`src/rtl/snoop_bus_arbiter.sv`:
```
// snoop_bus_arbiter
//   Bus-side initiator/arbiter for the shared snoop bus of a 4-core MESI
//   system. It arbitrates core miss/upgrade requests round-robin and drives
//   one BusRd/BusRdX/Invalidate command plus Address_Com to all caches. It
//   collects snoop acknowledges and Shared responses from the other caches,
//   then pulses Done (with the aggregated Shared bit) to the owner.
//
// Ports
//   clk, rst_n            clock, asynchronous active-low reset
//   Req[i]                core i request, held until Done[i]
//   Req_type[2i+1:2i]     01 BusRd, 10 BusRdX, 11 Invalidate, 00 none
//   Req_addr[i]           core i line address (ADDR_W bits per core)
//   Snoop_ack[i]          cache i finished its snoop update
//   Snoop_shared[i]       cache i held the line valid (qualified by ack)
//   Grant                 one-hot bus owner during SNOOP
//   BusRd/BusRdX/Invalidate  bus command, at most one high
//   Address_Com           common snoop address
//   Done                  one-cycle completion pulse to the owner
//   Shared                aggregated shared response, valid with Done
//   Timeout_err           pulses with Done on a timed-out transaction
//
// Optional build macro: SNOOP_TIMEOUT_EN enables the SNOOP watchdog.
module snoop_bus_arbiter #(
  parameter int NUM_CORES     = 4,
  parameter int ADDR_W        = 32,
  parameter int SNOOP_TIMEOUT = 15
) (
  input  logic                        clk,
  input  logic                        rst_n,
  input  logic [NUM_CORES-1:0]        Req,
  input  logic [2*NUM_CORES-1:0]      Req_type,
  input  logic [NUM_CORES*ADDR_W-1:0] Req_addr,
  input  logic [NUM_CORES-1:0]        Snoop_ack,
  input  logic [NUM_CORES-1:0]        Snoop_shared,
  output logic [NUM_CORES-1:0]        Grant,
  output logic                        BusRd,
  output logic                        BusRdX,
  output logic                        Invalidate,
  output logic [ADDR_W-1:0]           Address_Com,
  output logic [NUM_CORES-1:0]        Done,
  output logic                        Shared,
  output logic                        Timeout_err
);

  localparam int unsigned NC    = NUM_CORES;
  localparam int          IDX_W = (NUM_CORES > 1) ? $clog2(NUM_CORES) : 1;

  typedef enum logic [1:0] {
    ST_IDLE     = 2'd0,
    ST_SNOOP    = 2'd1,
    ST_COMPLETE = 2'd2
  } state_t;

  state_t                 state_q;
  logic [IDX_W-1:0]       ptr_q;
  logic [NUM_CORES-1:0]   grant_q;
  logic [NUM_CORES-1:0]   done_q;
  logic [NUM_CORES-1:0]   ack_seen_q;
  logic [NUM_CORES-1:0]   shared_seen_q;
  logic                   busrd_q;
  logic                   busrdx_q;
  logic                   inv_q;
  logic                   shared_q;
  logic [ADDR_W-1:0]      addr_q;

  logic [NUM_CORES-1:0]   elig;
  logic [NUM_CORES-1:0]   qual_ack;
  logic [NUM_CORES-1:0]   ack_seen_d;
  logic [NUM_CORES-1:0]   shared_seen_d;
  logic [IDX_W-1:0]       pick_d;
  logic                   pick_valid;
  logic [1:0]             pick_type;
  logic [ADDR_W-1:0]      pick_addr;
  logic                   acks_done;
  logic                   tmo_hit;

  always_comb begin
    elig = '0;
    for (int unsigned i = 0; i < NC; i++) begin
      elig[i] = Req[i] & (|Req_type[2*i +: 2]);
    end
  end

  // Round-robin scan starting just after the last owner.
  always_comb begin
    int unsigned idx;
    idx        = 0;
    pick_valid = 1'b0;
    pick_d     = ptr_q;
    for (int unsigned k = 1; k <= NC; k++) begin
      idx = (32'(ptr_q) + k) % NC;
      if (!pick_valid && elig[IDX_W'(idx)]) begin
        pick_valid = 1'b1;
        pick_d     = IDX_W'(idx);
      end
    end
  end

  assign pick_type = Req_type[{pick_d, 1'b0} +: 2];
  assign pick_addr = Req_addr[ADDR_W*pick_d +: ADDR_W];

  // Grant doubles as the owner mask: the owner's own ack/shared never count.
  assign qual_ack      = Snoop_ack & ~grant_q;
  assign ack_seen_d    = ack_seen_q | qual_ack;
  assign shared_seen_d = shared_seen_q | (Snoop_shared & qual_ack);
  assign acks_done     = &(ack_seen_d | grant_q);

`ifdef SNOOP_TIMEOUT_EN
  localparam int CNT_RAW = $clog2(SNOOP_TIMEOUT + 1);
  localparam int CNT_W   = (CNT_RAW < 4) ? 4 : CNT_RAW;
  logic [CNT_W-1:0] cnt_q;
  logic             tmo_err_q;
  // cnt_q is 0 in the first SNOOP cycle, so the forced completion lands
  // SNOOP_TIMEOUT cycles after SNOOP entry.
  assign tmo_hit     = (cnt_q == CNT_W'(SNOOP_TIMEOUT - 1));
  assign Timeout_err = tmo_err_q;
`else
  assign tmo_hit     = 1'b0;
  assign Timeout_err = 1'b0;
`endif

  always_ff @(posedge clk or negedge rst_n) begin
    if (!rst_n) begin
      state_q       <= ST_IDLE;
      ptr_q         <= IDX_W'(NUM_CORES - 1);
      grant_q       <= '0;
      done_q        <= '0;
      ack_seen_q    <= '0;
      shared_seen_q <= '0;
      busrd_q       <= 1'b0;
      busrdx_q      <= 1'b0;
      inv_q         <= 1'b0;
      shared_q      <= 1'b0;
      addr_q        <= '0;
`ifdef SNOOP_TIMEOUT_EN
      cnt_q         <= '0;
      tmo_err_q     <= 1'b0;
`endif
    end else begin
      case (state_q)
        ST_IDLE: begin
          if (pick_valid) begin
            ptr_q    <= pick_d;
            grant_q  <= NUM_CORES'(1) << pick_d;
            busrd_q  <= (pick_type == 2'b01);
            busrdx_q <= (pick_type == 2'b10);
            inv_q    <= (pick_type == 2'b11);
            addr_q   <= pick_addr;
            state_q  <= ST_SNOOP;
`ifdef SNOOP_TIMEOUT_EN
            cnt_q    <= '0;
`endif
          end
        end
        ST_SNOOP: begin
          ack_seen_q    <= ack_seen_d;
          shared_seen_q <= shared_seen_d;
          if (acks_done || tmo_hit) begin
            grant_q  <= '0;
            busrd_q  <= 1'b0;
            busrdx_q <= 1'b0;
            inv_q    <= 1'b0;
            done_q   <= grant_q;
            shared_q <= busrd_q & (|shared_seen_d);
            state_q  <= ST_COMPLETE;
`ifdef SNOOP_TIMEOUT_EN
            tmo_err_q <= ~acks_done;
`endif
          end else begin
`ifdef SNOOP_TIMEOUT_EN
            cnt_q <= cnt_q + 1'b1;
`endif
          end
        end
        ST_COMPLETE: begin
          done_q        <= '0;
          shared_q      <= 1'b0;
          ack_seen_q    <= '0;
          shared_seen_q <= '0;
          state_q       <= ST_IDLE;
`ifdef SNOOP_TIMEOUT_EN
          tmo_err_q     <= 1'b0;
`endif
        end
        default: state_q <= ST_IDLE;
      endcase
    end
  end

  assign Grant       = grant_q;
  assign BusRd       = busrd_q;
  assign BusRdX      = busrdx_q;
  assign Invalidate  = inv_q;
  assign Address_Com = addr_q;
  assign Done        = done_q;
  assign Shared      = shared_q;

endmodule

```
`config.mk`:
```
export PLATFORM = sky130hd
export DESIGN_NAME = snoop_bus_arbiter
export DESIGN_NICKNAME = d
export VERILOG_FILES = /design/src/rtl/snoop_bus_arbiter.sv
export SDC_FILE = /design/constraint.sdc
export NUM_CORES = 1
export LEC_CHECK = 0
export ABC_AREA = 1
export BUFFER_PORTS_ARGS = -buffer_cell sky130_fd_sc_hd__buf_2
export CAP_MARGIN = 10
export CORE_MARGIN = 2
export CORE_UTILIZATION = 40
export CTS_CLUSTER_DIAMETER = 50
export DETAILED_ROUTE_END_ITERATION = 12
export HOLD_SLACK_MARGIN = 0.02
export PLACE_DENSITY = 0.69
export SLEW_MARGIN = 20
export SYNTH_ARGS = -nofsm -noshare
export SYNTH_HDL_FRONTEND = slang
export SYNTH_SLANG_ARGS = --single-unit
```
`constraint.sdc`:
```
create_clock -name clk -period 5.2 [get_ports clk]
set_input_delay 0.26 -clock clk [delete_from_list [all_inputs] [get_ports clk]]
set_output_delay 0.26 -clock clk [all_outputs]
set_load 0.02 [all_outputs]
```
Yosys cells after proc, flatten, opt, wreduce, memory -nomap -nowiden
Cells that the tools add are included.
Widths: inputs -> output; s select.
{"block": "word_totals", "register_bits": 56, "out_inout_bits": 45, "inputBits": 150, "word_cells": 94}
{"block": "op_classes", "eq_ne": 7, "shifts": 3, "magnitude_cmp": 4, "bitwise": 11, "muxes": 35, "reduce_logical": 19, "n_addsub": 4}
{"cell": "$shiftx 128x8->32", "n": 1}
{"cell": "$pmux 4 s2", "n": 4}
{"cell": "$mux 1", "n": 13}
{"cell": "$lt 2x3->1 const B", "n": 4}
{"cell": "$mux 2", "n": 6}
{"cell": "$mux 4", "n": 3}
{"cell": "$or 4x4->4", "n": 3}
{"cell": "$and 4x4->4", "n": 2}
{"cell": "$bmux 1 s2", "n": 4}
{"cell": "$pmux 1 s2", "n": 4}
{"cell": "$reduce_or 2->1", "n": 4}
{"cell": "$shiftx 8x4->2", "n": 1}
{"cell": "$eq 2x2->1 const B", "n": 3}
{"cell": "$reduce_and 2->1", "n": 3}
{"cell": "$and 1x1->1", "n": 5}
{"cell": "$add 2x1->2 const B", "n": 2}
{"cell": "$add 2x2->2 const B", "n": 2}
{"cell": "$eq 2x1->1 const B", "n": 2}
{"cell": "$ne 2x2->1 const B", "n": 2}
{"cell": "$not 4->4", "n": 1}
{"cell": "$pmux 2 s2", "n": 1}
{"cell": "$reduce_and 4->1", "n": 1}
{"cell": "$reduce_bool 2->1", "n": 2}
{"cell": "$reduce_or 4->1", "n": 1}
{"cell": "5 further kinds", "n": 9}

Longest topological paths before layout
Gate-level depths: netlist of run 1.
{"block": "logic_depth", "word_depth": 18, "ltp_mapped": 18, "depth_no_buf": 16}

Worst setup path after synthesis of run 1
OpenSTA, ideal clock, no wires.
{"block": "synth_timing", "kind": "register to register", "from": "register ptr_q[0]", "to": "register addr_q[0], in the netlist Address_Com[0]", "stages_incl_launch_ff": 17, "required_ns": 5.083, "arrival_time_ns": 1.885, "n_path_buf": 3, "period_less_slack_ns": 2.002, "path_slack_ns": 3.198, "setup_time_ns": 0.117, "cell_sequence": "dfstp_2 > buf_6 > inv_4 > nand2_1 > nand2_2 > inv_2 > nand3_4 > nand2_4 > nand3_1 > nand2_1 > nand2_1 > buf_4 > buf_4 > nand3_1 > nand3_1 > nand2_1 > nand2_1"}
{"block": "synth_via", "elab_chain_cells": 14, "word_cells_on_any_way": 28, "cone_classes": "add/sub: 4; shift: 1; mux: 16; reduce/logical: 7"}
{"item": "start: declaration", "line": "55", "source": "logic [IDX_W-1:0] ptr_q;"}
{"item": "start signal: assignment", "line": "125", "source": "ptr_q <= IDX_W'(NUM_CORES - 1);"}
{"item": "start signal: assignment", "line": "143", "source": "ptr_q <= pick_d;"}
{"item": "$add 2x1->2", "line": "91", "source": "idx = (32'(ptr_q) + k) % NC;"}
{"item": "$bmux 1 s2", "line": "92", "source": "if (!pick_valid && elig[IDX_W'(idx)]) begin"}
{"item": "$mux 1 (implied by the code)", "line": "92"}
{"item": "$mux 1", "line": "92"}
{"item": "$logic_not 1->1", "line": "92"}
{"item": "$logic_and 1x1->1", "line": "92"}
{"item": "$mux 1", "line": "92"}
{"item": "$logic_not 1->1", "line": "92"}
{"item": "$logic_and 1x1->1", "line": "92"}
{"item": "$mux 1", "line": "92"}
{"item": "$logic_not 1->1", "line": "92"}
{"item": "$logic_and 1x1->1", "line": "92"}
{"item": "$mux 2 or $mux 1 (tied branches)", "line": "92"}
{"item": "$shiftx 128x8->32 or $reduce_and 2->1 (tied branches)"}
{"item": "end signal: assignment", "line": "148", "source": "addr_q <= pick_addr;"}
{"item": "end: declaration", "line": "64", "source": "logic [ADDR_W-1:0] addr_q;"}
Parallel ways exist; a longest one is shown, timed or not. The select of a mux whose other input is x is not followed.
A chain may end at the register's enable or synchronous reset.

Final worst setup path of run 1
{"block": "layout_timing", "from": "register ptr_q[0]", "to": "register addr_q[19], in the netlist Address_Com[19]"}
Same word-level chain as after synthesis.

==> impl_metrics.yaml, run 1 <==
sta:
  final.setup.tns_ns: 0
  slew_headroom_pct: 29.85
  fmax_mhz: 336.1
  hold_viol_final: 0
  finalCritPeriodShare_pct: 57.22
  finalSetupViolCount: 0
  worst_slack_ns: 2.225
  tightest_slew_ns: 1.050
  fin_crit_ns: 2.975
  slew_viol_final: 0
  rsz0062_at_grt: "no"
  finClkSkew_ns: 0.008080
  whs_ns: 0.06946
synth:
  synth-main-ff-cell: "dfrtp_1"
  netlist_top_cells_area: "dfrtp_1, nand2_1, nand3_1"
  yosysWarnings: 0
  synthTopCellsByCount: "nand2_1, nand3_1, dfrtp_1"
  syn_avg_cell_area_um2: 6.309
  yosysMostFrequentCell: "nand2_1"
  syn_area_mm2: 0.003892
  ys_types: 29
  seq_area_frac_synth_pct: 36.07
  synth-seq-cells: 56
  synth_edf_count: 0
  synth_area_leader_cell: "dfrtp_1"
  async_flop_share_pct: 100.0
  syn_inst: 617
  synth_top_area_share_pct: 34.72
  synth.net_count: 770
power:
  p_leak_nw: 2.988
  power_density_mw_per_mm2: 818.8
  ir_worst_vdd_mv: 0.5974
setup_path:
  cp_top_family: "simple AND/OR/NAND/NOR gates"
  crit_cells: 17
  crit_path_start_kind: "flip-flop"
  cp_common_cell: "nand2_1"
  cp_data_required_time_ns: 5.45
  cp_cell_sequence: "inv_4 > nand2_1 > nand2_2 > inv_2 > nand2_1 > nand2_1 > nand2_1 > nand2_1 > nand2_1 > nand2_2 > buf_4 > nand2_1 > nand2_1 > nand2_1 > nand3_1 > nand2_1 > nand2_1"
  crit_buf_inv: 3
  slowest_delay_ns: 0.66
  critPathCaptureType: "flip-flop"
  cp.arrival_ns: 3.23
  ff2ff_path_depth: 17
  crit_type: "flip-flop to flip-flop"
  slowest_stage: "dfstp_2"
  cp_max_fo: 42
detailed_routing:
  wire_per_inst_um: 12.79
  totalWireLength_mm: 11.79
  final_antenna_net_count: 0
  dr.pass1.iters: 5
  avgViaCountPerCell: 4.871
  drt_iter0_drc: 133
  vias: 4491
  drc: 0
clocking:
  htree_levels: 2
  postCtsHoldBufs: 0
  cts_tree: "built"
  postCtsSetupBuffers: 0
  numCtsBuffers: 5
  ctsResizeCount: 0
  clkTransAtPathRegs_ns: 0.10
  clkLatencyLatePin_ns: 0.31
  cts_sinks: 56
  ctsRootBufferMaster: "clkbuf_8"
  clockBufferDepth: 2
place:
  dp_hpwl_mm: 9.016
  gp_congestion: 0.8698
  dp_slack_ns: 2.231
  port_buffers: 193
floorplanning:
  die_x_um: 102.6
  io_pins: 195
  core-area_mm2: 0.009594
  die_h_um: 102.6
  row_count: 36
  start_util_pct: 40.57
  die-area_mm2: 0.01054
layout:
  fin_nets: 941
  diodes: 0
  layout-drive-gt1-share_pct: 28.26
  syn2layout_area_growth_pct: 27.32
grt:
  grt.busiest_layer: "met2"
  grt-ovfl-total: 0
  antenna_found_initial: 0
  grt.met1_usage_pct: 27.74
  grt_pass1_wl_mm: 19.11
  grt_start_max_net_pins: 57
  grt_use_met3_pct: 5.424
  use_met2_pct: 38.91
  track_usage_pct: 22.66
  grt_pass1_vias: 4245
hold_path:
  hp-class: "primary input to async pin"
run:
  drv_cap: 0
outcome:
  status: "completed"
==> layout by cell type, fill, tap and decap left out, drive strengths merged <==
cell	count
dfstp	2
ha	3
clkbuf	7
o31ai	1
o21bai	1
buf	198
o21a	1
a21oi	1
inv	48
nand4	2
nor2	13
clkinvlp	1
o21ai	24
conb	1
nor4	1
nand2	293
nand3	136
o22ai	2
dfrtp	54
==> state kept, by name, indices dropped and copies added, names as in the netlist, 2 cells and up <==
| name | cells |
|---|---|
| Address_Com | 32 |
| Done | 4 |
| Grant | 4 |
| ack_seen_q | 4 |
| ptr_q | 2 |
| shared_seen_q | 4 |
| state_q | 2 |
==> worst reg2reg max path, stage by stage, from the launching register on <==
cell     delay [ns]
dfstp_2        0.66
inv_4          0.08
nand2_1        0.08
nand2_2        0.09
inv_2          0.09
nand2_1        0.06
nand2_1        0.12
nand2_1        0.09
nand2_1        0.06
nand2_1        0.10
nand2_2        0.45
buf_4          0.49
nand2_1        0.14
nand2_1        0.09
nand2_1        0.05
nand3_1        0.15
nand2_1        0.06
nand2_1        0.09
==> worst paths after layout <==
| kind | startpoint | end | slack, ns |
|---|---|---|---|
| max reg2reg | ptr_q[0] | Address_Com[19] | 2.22 |
| min reg2reg | Address_Com[4] | Address_Com[4] | 0.48 |
| max in group asynchronous | rst_n | Address_Com[12] | 4.64 |
| min | rst_n | Invalidate | 0.07 |
| min in group clk | Req_addr[38] | Address_Com[6] | 0.27 |
| max | ptr_q[0] | Address_Com[19] | 2.22 |
==> layer usage <==
metal / routed length (um) / up-vias / part of all wire [%]
met3: 880 / 27 / 7.5
met5: 0 / - / 0
met4: 339 / 0 / 2.9
met1: 4891 / 2004 / 41
met2: 5682 / 169 / 48
li1: - / 2291 / -
==> power breakdown <==
group	total [mW]	switching, mW	internal (mW)
clock	0.250	0.142	0.109
sequential	0.767	0.118	0.650
combinational	3.04	2.12	0.918
total	4.06	2.38	1.68
==> kinds of logic after synthesis <==
logic type               Yosys count  share of synthesized area, %
AO/OA/AOI/OAI                     30                         4.404
adder cells (fa/ha/maj)            3                        0.9644
buffers and inverters             82                         9.900
flip-flops                        56                         36.07
other                              1                       0.09634
AND/OR/NAND/NOR                  445                         48.57
==> per-stage QoR <==
| stage | total power, mW | cells | util, % | instance area, um^2 |
|---|---|---|---|---|
| 5_1_grt | 4.553 | 922 | 51.66 | 4956 |
| 3_5_place_dp | 3.832 | 914 | 50.68 | 4862 |
| 4_1_cts | 4.090 | 922 | 51.66 | 4956 |
| 2_1_floorplan | 3.246 | 617 | - | 3892 |
| 3_3_place_gp | 3.777 | 914 | 50.68 | 4862 |
| 6_report | 4.058 | 922 | 51.66 | 4956 |
==> cell type report <==
type | count | area, um^2
Tap cell | 133 | 166.4
Inverter | 48 | 182.7
Sequential cell | 56 | 1404
Clock inverter | 1 | 7.507
Timing Repair Buffer | 198 | 1003
Multi-Input combinational cell | 479 | 2106
Fill cell | 1008 | 4638
Clock buffer | 7 | 86.33
Power figures use the tool's default switching activity.
==> run 2: changes to the inputs <==
--- a/config.mk
+++ b/config.mk
@@ -13,7 +13,7 @@
 export CTS_CLUSTER_DIAMETER = 50
 export DETAILED_ROUTE_END_ITERATION = 12
 export HOLD_SLACK_MARGIN = 0.02
-export PLACE_DENSITY = 0.69
+export PLACE_DENSITY = 0.72
 export SLEW_MARGIN = 20
 export SYNTH_ARGS = -nofsm -noshare
 export SYNTH_HDL_FRONTEND = slang
==> constraint.sdc (replaced) <==
create_clock -name clk -period 2.46 [get_ports clk]
set_input_delay 0.123 -clock clk [delete_from_list [all_inputs] [get_ports clk]]
set_output_delay 0.123 -clock clk [all_outputs]
set_load 0.02 [all_outputs]
==> run 2 against run 1 <==
Against the previous run:
- sequential share of layout area down 0.99 points
- sequential power up 110%
- highest routed layer unchanged
- maximum frequency up 32%
- first-iteration DRC count up 36%
- worst setup slack worse by 2.0 ns
- wire length up 4.3%
- non-clock buffer count up 12
- clock power up 110%
- critical endpoint is now Address_Com[5]
- hold slack better by 0.065 ns
==> impl_metrics.yaml, run 2 (synthesis gave the netlist of run 1 again) <==
layout:
  largest_reg_flops: 32
  layout-drive-gt1-share_pct: 29.34
  fin_area_mm2: 0.005136
  diodes: 0
  syn2layout_area_growth_pct: 31.95
  final_cell_mix: "nand2_1, buf_2, nand3_1"
  layout_commonest_cell: "nand2_1"
  fin_nets: 953
  fillCellCount: 995
  final_cells: 934
power:
  p_leak_nw: 3.084
  power_mw: 9.340
  ir_worst_vdd_mv: 0.9908
  power_density_mw_per_mm2: 1818
setup_path:
  crit_path_start_kind: "flip-flop"
  critPathCaptureType: "flip-flop"
  cp.arrival_ns: 2.51
  cp_data_required_time_ns: 2.72
  cp_max_fo: 26
  crit_type: "flip-flop to flip-flop"
sta:
  fmax_mhz: 443.3
  fin_crit_ns: 2.256
  worst_slack_ns: 0.2043
  rsz0062_at_grt: "no"
  tightest_slew_ns: 0.7018
  finClkSkew_ns: 0.009715
  slew_viol_final: 0
  final.setup.tns_ns: 0
  finalSetupViolCount: 0
  slew_headroom_pct: 53.21
  hold_viol_final: 0
  finalCritPeriodShare_pct: 91.69
hold_path:
  hp-class: "primary input to flip-flop"
detailed_routing:
  drt_iter0_drc: 181
  totalWireLength_mm: 12.30
  avgViaCountPerCell: 4.950
  wire_per_inst_um: 13.17
  drc: 0
  final_antenna_net_count: 0
  dr.pass1.iters: 5
  vias: 4623
floorplanning:
  core-area_mm2: 0.009594
  row_count: 36
  io_pins: 195
  die_h_um: 102.6
  die-area_mm2: 0.01054
  start_util_pct: 40.57
  die_x_um: 102.6
clocking:
  cts_tree: "built"
  htree_levels: 2
  numCtsBuffers: 5
  clockBufferDepth: 2
  clkLatencyLatePin_ns: 0.31
  ctsRootBufferMaster: "clkbuf_8"
  cts_sinks: 56
  clkTransAtPathRegs_ns: 0.10
grt:
  grt_pass1_wl_mm: 18.77
  grt_pass1_vias: 4101
  antenna_found_initial: 0
  grt_start_max_net_pins: 44
  track_usage_pct: 22.27
  grt-ovfl-total: 0
place:
  gp_congestion: 0.8945
  dpl_cell_area_mm2: 0.004985
  dp.cells: 922
  port_buffers: 193
  dp_hpwl_mm: 9.601
  dp_slack_ns: 0.2173
outcome:
  status: "completed"
run:
  drv_cap: 0
==> run 2: cell types whose count changed in the layout (fill, tap and decap cells not counted) <==
cell           before  now
buf_12              0    5
buf_4               5   10
clkbuf_1            1    0
clkbuf_16           0    1
clkinv_2            0    1
clkinvlp_4          1    0
dlygate4sd3_1       0    1
inv_6               0    1
nand2_2             5    4
nand2_4             1    2
==> run 2: per-stage QoR <==
| stage | utilization (%) | hold slack (ns) |
|---|---|---|
| final | 53.53 | 0.1348 |
| after global routing | 53.53 | 0.1446 |
| after CTS | 53.06 | 0.1337 |
| after detailed placement | 51.96 | 0.2137 |
| after global placement | 51.96 | 0.2067 |
| after floorplan | - | -0.1726 |
==> run 2: worst paths after layout <==
| kind | depth (start not counted) | to | start | slack [ns] |
|---|---|---|---|---|
| min in group asynchronous | 2 | Done[2] | rst_n | 0.39 |
| max | 17 | Address_Com[5] | ptr_q[0] | 0.20 |
| max in group asynchronous | 3 | Grant[0] | rst_n | 1.34 |
| max reg2reg | 17 | Address_Com[5] | ptr_q[0] | 0.20 |
| min reg2reg | 2 | Address_Com[3] | Address_Com[3] | 0.49 |
| min | 5 | Address_Com[2] | Req_addr[34] | 0.13 |
==> run 2: area by class of cell <==
class,count,area [um^2],share of cell area [%]
timing repair buffer,210,1176,22.90
clock buffer,6,82.58,1.608
multi-input combinational,479,2111,41.10
tap,133,166.4,3.240
inverter,48,182.7,3.557
sequential,56,1404,27.33
clock inverter,2,13.76,0.2680
==> run 2: repair_timing <==
| item | CTS | global route |
|---|---|---|
| setup endpoints to repair | 0 | 9 |
| hold endpoints to repair | 28 | 0 |
| resized for setup | 0 | 1 |
| hold buffers | 1 | 0 |
| buffers inserted | 0 | 2 |
==> run 2: where the power goes <==
group          total, mW  leakage, nW  switching [mW]  internal (mW)
Sequential          1.64        0.713           0.265           1.37
Clock              0.536       0.0516           0.304          0.231
Combinational       7.16         2.32            4.67           2.49
==> run 2: layer usage <==
metal	vias up	share of wire [%]	GRT usage (%)
met3	17	7.9	4.746
met5	-	0	0
met1	2098	41	28.42
met4	0	1.7	4.000
met2	186	49	39.27
li1	2322	-	-
==> run 2: worst max-delay path: stages (launching register included) <==
cell     delay (ns)
dfstp_2        0.64
inv_4          0.08
nand2_1        0.08
nand2_2        0.09
inv_2          0.09
nand3_4        0.09
nand2_4        0.10
nand2_1        0.05
nand2_1        0.05
nand2_1        0.08
nand2_2        0.12
buf_4          0.28
nand2_1        0.10
nand2_1        0.09
nand2_1        0.06
nand3_1        0.09
nand2_1        0.05
nand2_1        0.06
